--- src/rtl/banco_registros_sb_if.sv ---
// Register bank bus: writeback port, two decode read ports with busy
// flags, and the decode issue handshake that marks destinations pending.
interface banco_registros_sb_if #(
    parameter int unsigned XLEN = 32,
    parameter int unsigned AW   = 5
);
    // Writeback side
    logic            RegWriteEn;
    logic [AW-1:0]   rd;
    logic [XLEN-1:0] data;

    // Decode read side
    logic [AW-1:0]   read_r1;
    logic [AW-1:0]   read_r2;
    logic [XLEN-1:0] data_r1;
    logic [XLEN-1:0] data_r2;
    logic            busy_r1;
    logic            busy_r2;

    // Decode issue side
    logic            issue_en;
    logic [AW-1:0]   issue_rd;
    logic            issue_ok;

    // Pipeline (decode + writeback) drives requests, sees results
    modport master (
        output RegWriteEn, rd, data,
        output read_r1, read_r2,
        output issue_en, issue_rd,
        input  data_r1, data_r2, busy_r1, busy_r2, issue_ok
    );

    // Register bank
    modport slave (
        input  RegWriteEn, rd, data,
        input  read_r1, read_r2,
        input  issue_en, issue_rd,
        output data_r1, data_r2, busy_r1, busy_r2, issue_ok
    );
endinterface

--- src/rtl/banco_registros_sb.sv ---
// Parametrised register bank with two async read ports, one sync write
// port, same-cycle write-to-read bypass and a per-register busy scoreboard.
module banco_registros_sb #(
    parameter int unsigned XLEN     = 32,
    parameter int unsigned AW       = 5,
    parameter bit          ZERO_REG = 1'b1
) (
    input logic                  clk,
    input logic                  rst,
    banco_registros_sb_if.slave  bus
);
    localparam int NREGS = 2 ** AW;

    logic [XLEN-1:0]  regs_q [NREGS];
    logic [NREGS-1:0] busy_q;
    logic [NREGS-1:0] busy_d;
    logic [NREGS-1:0] wr_en;

    logic wb_hit_r1;
    logic wb_hit_r2;
    logic wb_hit_issue;
    logic zero_r1;
    logic zero_r2;
    logic zero_issue;
    logic zero_wr;
    logic issue_ok;

    // Address match / zero-register decode shared by read, busy and issue logic
    always_comb begin
        wb_hit_r1    = bus.RegWriteEn && (bus.rd == bus.read_r1);
        wb_hit_r2    = bus.RegWriteEn && (bus.rd == bus.read_r2);
        wb_hit_issue = bus.RegWriteEn && (bus.rd == bus.issue_rd);
        zero_r1      = ZERO_REG && (bus.read_r1 == '0);
        zero_r2      = ZERO_REG && (bus.read_r2 == '0);
        zero_issue   = ZERO_REG && (bus.issue_rd == '0);
        zero_wr      = ZERO_REG && (bus.rd == '0);
    end

    // Issue is refused only on a WAW: target pending and not retiring this cycle
    always_comb begin
        issue_ok = bus.issue_en && !rst && !(busy_q[bus.issue_rd] && !wb_hit_issue);
    end

    // Read ports: zero register, then bypass, then stored value; forced to 0 in reset
    always_comb begin
        if (rst || zero_r1) begin
            bus.data_r1 = '0;
        end else if (wb_hit_r1) begin
            bus.data_r1 = bus.data;
        end else begin
            bus.data_r1 = regs_q[bus.read_r1];
        end

        if (rst || zero_r2) begin
            bus.data_r2 = '0;
        end else if (wb_hit_r2) begin
            bus.data_r2 = bus.data;
        end else begin
            bus.data_r2 = regs_q[bus.read_r2];
        end
    end

    // Busy flags: a same-cycle writeback to the operand is bypassed, so no stall
    always_comb begin
        bus.busy_r1  = !rst && busy_q[bus.read_r1] && !wb_hit_r1;
        bus.busy_r2  = !rst && busy_q[bus.read_r2] && !wb_hit_r2;
        bus.issue_ok = issue_ok;
    end

    // Per-entry write enables and scoreboard next state (set beats clear)
    always_comb begin
        wr_en  = '0;
        busy_d = busy_q;
        for (int i = 0; i < NREGS; i++) begin
            if (bus.RegWriteEn && !zero_wr && (bus.rd == AW'(i))) begin
                wr_en[i]  = 1'b1;
                busy_d[i] = 1'b0;
            end
            if (issue_ok && !zero_issue && (bus.issue_rd == AW'(i))) begin
                busy_d[i] = 1'b1;
            end
        end
    end

    // Storage and scoreboard update; reset clears every entry and busy bit
    always_ff @(posedge clk) begin
        if (rst) begin
            busy_q <= '0;
            for (int i = 0; i < NREGS; i++) begin
                regs_q[i] <= '0;
            end
        end else begin
            busy_q <= busy_d;
            for (int i = 0; i < NREGS; i++) begin
                if (wr_en[i]) begin
                    regs_q[i] <= bus.data;
                end
            end
        end
    end
endmodule
--- src/flat_wrapper.sv ---
// flat-port wrapper written by rule: the top's interface ports become plain ports
module banco_registros_sb_flat 
#(
    parameter int unsigned XLEN     = 32,
    parameter int unsigned AW       = 5,
    parameter bit          ZERO_REG = 1'b1
)
  (clk, rst, bus_RegWriteEn, bus_rd, bus_data, bus_read_r1, bus_read_r2, bus_issue_en, bus_issue_rd, bus_data_r1, bus_data_r2, bus_busy_r1, bus_busy_r2, bus_issue_ok);
  banco_registros_sb_if #(.XLEN(XLEN), .AW(AW)) bus_i ();
  input logic clk;
  input logic rst;
  input wire logic [$bits(bus_i.RegWriteEn)-1:0] bus_RegWriteEn;
  input wire logic [$bits(bus_i.rd)-1:0] bus_rd;
  input wire logic [$bits(bus_i.data)-1:0] bus_data;
  input wire logic [$bits(bus_i.read_r1)-1:0] bus_read_r1;
  input wire logic [$bits(bus_i.read_r2)-1:0] bus_read_r2;
  input wire logic [$bits(bus_i.issue_en)-1:0] bus_issue_en;
  input wire logic [$bits(bus_i.issue_rd)-1:0] bus_issue_rd;
  output wire logic [$bits(bus_i.data_r1)-1:0] bus_data_r1;
  output wire logic [$bits(bus_i.data_r2)-1:0] bus_data_r2;
  output wire logic [$bits(bus_i.busy_r1)-1:0] bus_busy_r1;
  output wire logic [$bits(bus_i.busy_r2)-1:0] bus_busy_r2;
  output wire logic [$bits(bus_i.issue_ok)-1:0] bus_issue_ok;
  assign bus_i.RegWriteEn = bus_RegWriteEn;
  assign bus_i.rd = bus_rd;
  assign bus_i.data = bus_data;
  assign bus_i.read_r1 = bus_read_r1;
  assign bus_i.read_r2 = bus_read_r2;
  assign bus_i.issue_en = bus_issue_en;
  assign bus_i.issue_rd = bus_issue_rd;
  assign bus_data_r1 = bus_i.data_r1;
  assign bus_data_r2 = bus_i.data_r2;
  assign bus_busy_r1 = bus_i.busy_r1;
  assign bus_busy_r2 = bus_i.busy_r2;
  assign bus_issue_ok = bus_i.issue_ok;
  banco_registros_sb #(.XLEN(XLEN), .AW(AW), .ZERO_REG(ZERO_REG)) u_core (.clk(clk), .rst(rst), .bus(bus_i));
endmodule
--- config.mk ---
export PLATFORM = sky130hd
export DESIGN_NAME = banco_registros_sb_flat
export DESIGN_NICKNAME = d
export VERILOG_FILES = /design/src/rtl/banco_registros_sb_if.sv /design/src/rtl/banco_registros_sb.sv /design/src/flat_wrapper.sv
export SDC_FILE = /design/constraint.sdc
export NUM_CORES = 2
export LEC_CHECK = 0
export CAP_MARGIN = 25
export CORE_MARGIN = 2
export CORE_UTILIZATION = 45
export DETAILED_ROUTE_END_ITERATION = 10
export HOLD_SLACK_MARGIN = 0.1
export SLEW_MARGIN = 30
export SYNTH_ARGS = -nofsm -noshare
export SYNTH_HDL_FRONTEND = slang
export SYNTH_SLANG_ARGS = --single-unit
export TNS_END_PERCENT = 50
--- constraint.sdc ---
create_clock -name clk -period 3.4 [get_ports clk]
set_clock_uncertainty 0.15 [all_clocks]
set_input_delay 0.51 -clock clk [delete_from_list [all_inputs] [get_ports clk]]
set_output_delay 0.51 -clock clk [all_outputs]
set_load 0.02 [all_outputs]
**Word level (Yosys, flattened, before mapping)**

Memory sizes are Yosys's and may differ from the RTL's.
Index checks and enable logic that the tools add are counted.

- Output and inout bits: 67
- Memories: 1
- Word-level logic and storage cells: 490
- Input bits: 56
- Memory bits (writable): 1,024
- Flip-flop bits (word level): 32

- Muxes and demuxes: 236
- Bitwise operators: 32
- Equality and inequality tests: 65
- Reduce and logical (&&, ||, !) cells: 121
- Magnitude comparators: 3

Memory list:

| memory | depth | bits a word | rd ports | clocked after Yosys merged registers in | wr ports | RTL line | source |
|---|---|---|---|---|---|---|---|
| u_core.regs_q | 32 | 32 | 2 | 0 | 32 | banco_registros_sb.sv:14 | `logic [XLEN-1:0] regs_q [NREGS];` |

Operators by type and width:

| kind | count |
|---|---|
| 2-to-1 mux 32 bit | 36 |
| 2-to-1 mux 1 bit | 197 |
| == test 5 bit, second input constant | 32 |
| == test 5 x 4 -> 1 bit, second input constant | 16 |
| logical AND 1 bit | 76 |
| nonzero test 2 bit | 32 |
| == test 5 x 3 -> 1 bit, second input constant | 8 |
| bitwise OR 1 bit | 32 |
| == test 5 x 2 -> 1 bit, second input constant | 4 |
| zero test 5 bit | 4 |
| less-than comparator 5 x 6 -> 1 bit, second input constant | 3 |
| binary-select mux 1 bit (select 5 bit) | 3 |
| == test 5 bit | 3 |
| == test 5 x 1 -> 1 bit, second input constant | 2 |
| zero test 1 bit | 7 |
| logical OR 1 bit | 2 |

**Logic depth before layout (Yosys ltp)**

- Depth after elaboration: 9
- Gate-level depth with buffers: 10
- Gate-level depth less buffers: 5

**Worst setup path before layout**

Ideal clock, no wire load.

- Path kind: input port to output port
- From: input port bus_read_r2[1]
- To: output port bus_data_r2[12]
- Data required time: 2.740 ns
- Path buffers: 5
- Stages on the path: 7
- Path slack: 0.278 ns
- Arrival time: 2.462 ns
- Path through: buf_4 -> buf_2 -> buf_2 -> buf_2 -> clkbuf_1 -> a211oi_1 -> o41ai_1

- Longest elaborated chain between the ends: 4
- Elaborated cells between the ends (all ways): 7
- Those cells by class: 1 x eq/ne; 2 x mux; 3 x reduce/logical; 1 x memory

Ends and longest elaborated chain:

| element | RTL line | source |
|---|---|---|
| start, declared | flat_wrapper.sv:16 | `input wire logic [$bits(bus_i.read_r2)-1:0] bus_read_r2;` |
| branches (longest 3 deep; another with memory (32 x 32 bit)) | n/a |  |
| 2-to-1 mux 32 bit * | banco_registros_sb.sv:54 | `if (rst \|\| zero_r2) begin` |
| end, declared | flat_wrapper.sv:20 | `output wire logic [$bits(bus_i.data_r2)-1:0] bus_data_r2;` |

Every way passes the cells marked *.

**Worst setup path in the final report**

- From: input port bus_rd[0]
- To: output port bus_data_r2[7]

- Longest elaborated chain between the ends: 4

Ends and longest elaborated chain:

| element | RTL line | source |
|---|---|---|
| start, declared | flat_wrapper.sv:13 | `input wire logic [$bits(bus_i.rd)-1:0] bus_rd;` |
| == test 5 bit | banco_registros_sb.sv:31 | `wb_hit_r2 = bus.RegWriteEn && (bus.rd == bus.read_r2);` |
| logical AND 1 bit | banco_registros_sb.sv:31 |  |
| 2-to-1 mux 32 bit | banco_registros_sb.sv:56 | `end else if (wb_hit_r2) begin` |
| 2-to-1 mux 32 bit | banco_registros_sb.sv:54 |  |

Every way passes these cells.

==> flow_summary.yaml <==
worst_setup_path:
  cp_slowest_cell: "o41ai_4"
  required_ns: 2.74
  cp_cell_sequence: "dlygate4sd2_1 > xnor2_1 > nand4_1 > nor2_2 > or3_4 > buf_12 > buf_12 > o41ai_4 > buf_4 > buf_4"
  critPathArrivalTime_ns: 2.78
  crit_start: "bus_rd[0]"
  r2r-start: "u_core.busy_q[19]"
  end_kind: "output pin"
  critical_path.max_stage_delay_ns: 0.47
  startpoint_type: "primary input"
  path_class: "in -> out"
  cp_max_fo: 8
cells_and_area:
  syn_to_final_growth_pct: 22.97
  num-nets-final: 3855
  drive_gt1_frac: 0.3763
  stdcell_count: 5405
  final_cell_area_um2: 64160
  post-route-util: 0.5596
timing:
  final.period_utilization: 1.011
  tightest_slew_ns: 0.8133
  drv_slew: 0
  finalCriticalPeriod_ns: 3.436
  setup_slack_ns: -0.03571
  setup_violations: 3
  max_freq_mhz: 291.1
  slew_headroom: 0.4536
  finalSetupTns_ns: -0.08314
  hold_violations: 0
  rsz0062_at_grt: "yes"
synth:
  synth_edf_count: 1024
  synthDistinctLibCells: 49
  async_reset_ff_frac: 0
  ys_warn_count: 0
  yosysTopAreaCell: "edfxtp_1"
  yosysSeqAreaShare: 0.6016
  synthFlopType: "edfxtp_1"
  synth_seq_cells: 1056
  avgSynthCellArea_um2: 15.76
  yosysTopAreaCellShare: 0.5894
  synthTopCellsByCount: "1,024 x edfxtp_1, 615 x nor2_1, 539 x mux4_2, 176 x clkbuf_1, 150 x o22ai_1"
  yosysMostFrequentCell: "edfxtp_1"
  synth_area_um2: 52180
  syn_inst: 3311
  synth_area_leaders: "edfxtp_1 59%, mux4_2 23%, nor2_1 4.4%"
placed_design:
  place_area_um2: 59050
  dp_hpwl_um: 130100
  gp_congestion: 0.9876
  dp_slack_ns: -0.8065
  port_buffers: 122
  dp.cells: 5157
power_and_ir_drop:
  swShare: 0.2579
  peakVddDrop_mv: 0.4672
  power_frac_seq: 0.472
  p_comb_frac: 0.154
  power_frac_clock: 0.374
  p_int_uw: 24620
  power.density_nw_per_um2: 517.0
  leakage_uw: 0.02212
  p_switching_uw: 8554
grt:
  antenna_found_initial: 5
  grt_pass1_vias: 37261
  grt_first_pass_wirelength_um: 272500
  gr-total-overflow: 0
  grtUsageTotal: 0.3281
  grt_max_degree: 60
floorplanning:
  die_w_um: 344.5
  die_h_um: 344.5
  start_util: 0.4551
  rows: 124
  die-area_um2: 118700
  num_io_pins: 123
  design.core.area_um2: 114700
detailed_routing:
  wl_um: 194100
  drtPass1Iterations: 8
  drc: 0
  drtIter0Drc: 5284
  ant_nets: 0
  vias_per_cell: 6.735
  wl_per_cell_um: 35.92
  vias: 36401
cts:
  clockRootBuffer: "clkbuf_16"
  clk_pin_slew_ns: 0.06
  htreeDepth: 3
  cts_tree: "done"
  cts-buffers-inserted: 114
  clk_path_buf_depth: 3
  clk_latency_ns: 0.73
  cts_sinks: 1056
run_status:
  violations: "setup timing"
  status: "finished with violations"
min_path:
  hp-start: "rst"
  holdCritPathClass: "in -> reg"
job:
  cap_violations: 0
## metrics by stage
step           power (uW)  hold slack (ns)
3_5_place_dp        20700           0.3356
2_1_floorplan       18310           0.2988
4_1_cts             33080           0.1866
5_1_grt             33940           0.2130
3_3_place_gp        20580           0.3195
6_report            33170           0.2341
## path summary, 6_finish.rpt
check	endpoint	slack, ns	cells past startpoint
worst max register to register	u_core.busy_q[29]	1.01	6
worst min register to register	u_core.busy_q[12]	0.35	2
worst max-delay path	bus_data_r2[7]	-0.04	10
worst min-delay path	u_core.regs_q[0][19]	0.23	2
## critical path: cells and delay by family
| kind | cells | cell delay (ns) |
|---|---|---|
| AO/OA/AOI/OAI | 1 | 0.47 |
| XOR/XNOR | 1 | 0.13 |
| buffers and inverters | 5 | 0.93 |
| AND/OR/NAND/NOR | 3 | 0.72 |
## per-layer routing
layer	GRT usage	wire length (um)
met1	0.4180	67830
met2	0.5180	90660
met3	0.08019	23190
met4	0.1838	12410
met5	0	38
## cell families (layout without fill, tap and decap cells)
group                     after synthesis  count (layout)  synth area share
muxes                                 563             563            0.2374
DFF                                  1056            1056            0.6016
and+or+nand+nor                       898             898           0.07221
xor gates and xnor gates               15              15          0.002518
buffers and inverters                 393             942           0.03307
other                                   1              34        0.00007187
AOI/OAI and AO/OA                     385             385           0.05312
## registers in the layout, indices dropped and copies added, names as in the netlist
name	count
u_core.busy_q	32
u_core.regs_q	1024
## cells in the final DEF (no fill, tap or decap), types with 39 or more instances in the layout
| cell | count |
|---|---|
| edfxtp_1 | 1024 |
| nor2_1 | 611 |
| mux4_2 | 539 |
| buf_4 | 421 |
| o22ai_1 | 128 |
| clkbuf_16 | 118 |
| buf_12 | 101 |
| nand2_1 | 89 |
| inv_1 | 59 |
| a22oi_1 | 58 |
| nand2b_1 | 42 |
| clkdlybuf4s50_1 | 39 |
## repair_timing
item | in CTS | in global routing
gates cloned | 5 | 4
endpoints found under the hold margin | 0 | 0
setup endpoints to repair | 67 | 45
setup buffers | 17 | 14
pin swaps | 20 | 15
resized for setup | 243 | 64
hold buffers | 0 | 0
## power by group through the flow
stage | clock (uW) | sequential, uW | combinational, uW
after global routing | 13000 | 15700 | 5240
final | 12400 | 15700 | 5120
after floorplan | 0 | 15700 | 2590
after CTS | 12500 | 15600 | 4970
after detailed placement | 0 | 15900 | 4800
after global placement | 0 | 15800 | 4780
## final cells by class
cell class | count | area [um^2]
inverters | 62 | 232.7
clock buffers | 137 | 2959
flip-flops and latches | 1056 | 31390
multi-input cells | 1893 | 19990
clock inverters | 71 | 714.4
well taps | 1512 | 1892
diodes | 2 | 5.005
repair buffers | 672 | 6978
fillers | 8904 | 50500
Power figures use the tool's default switching activity.
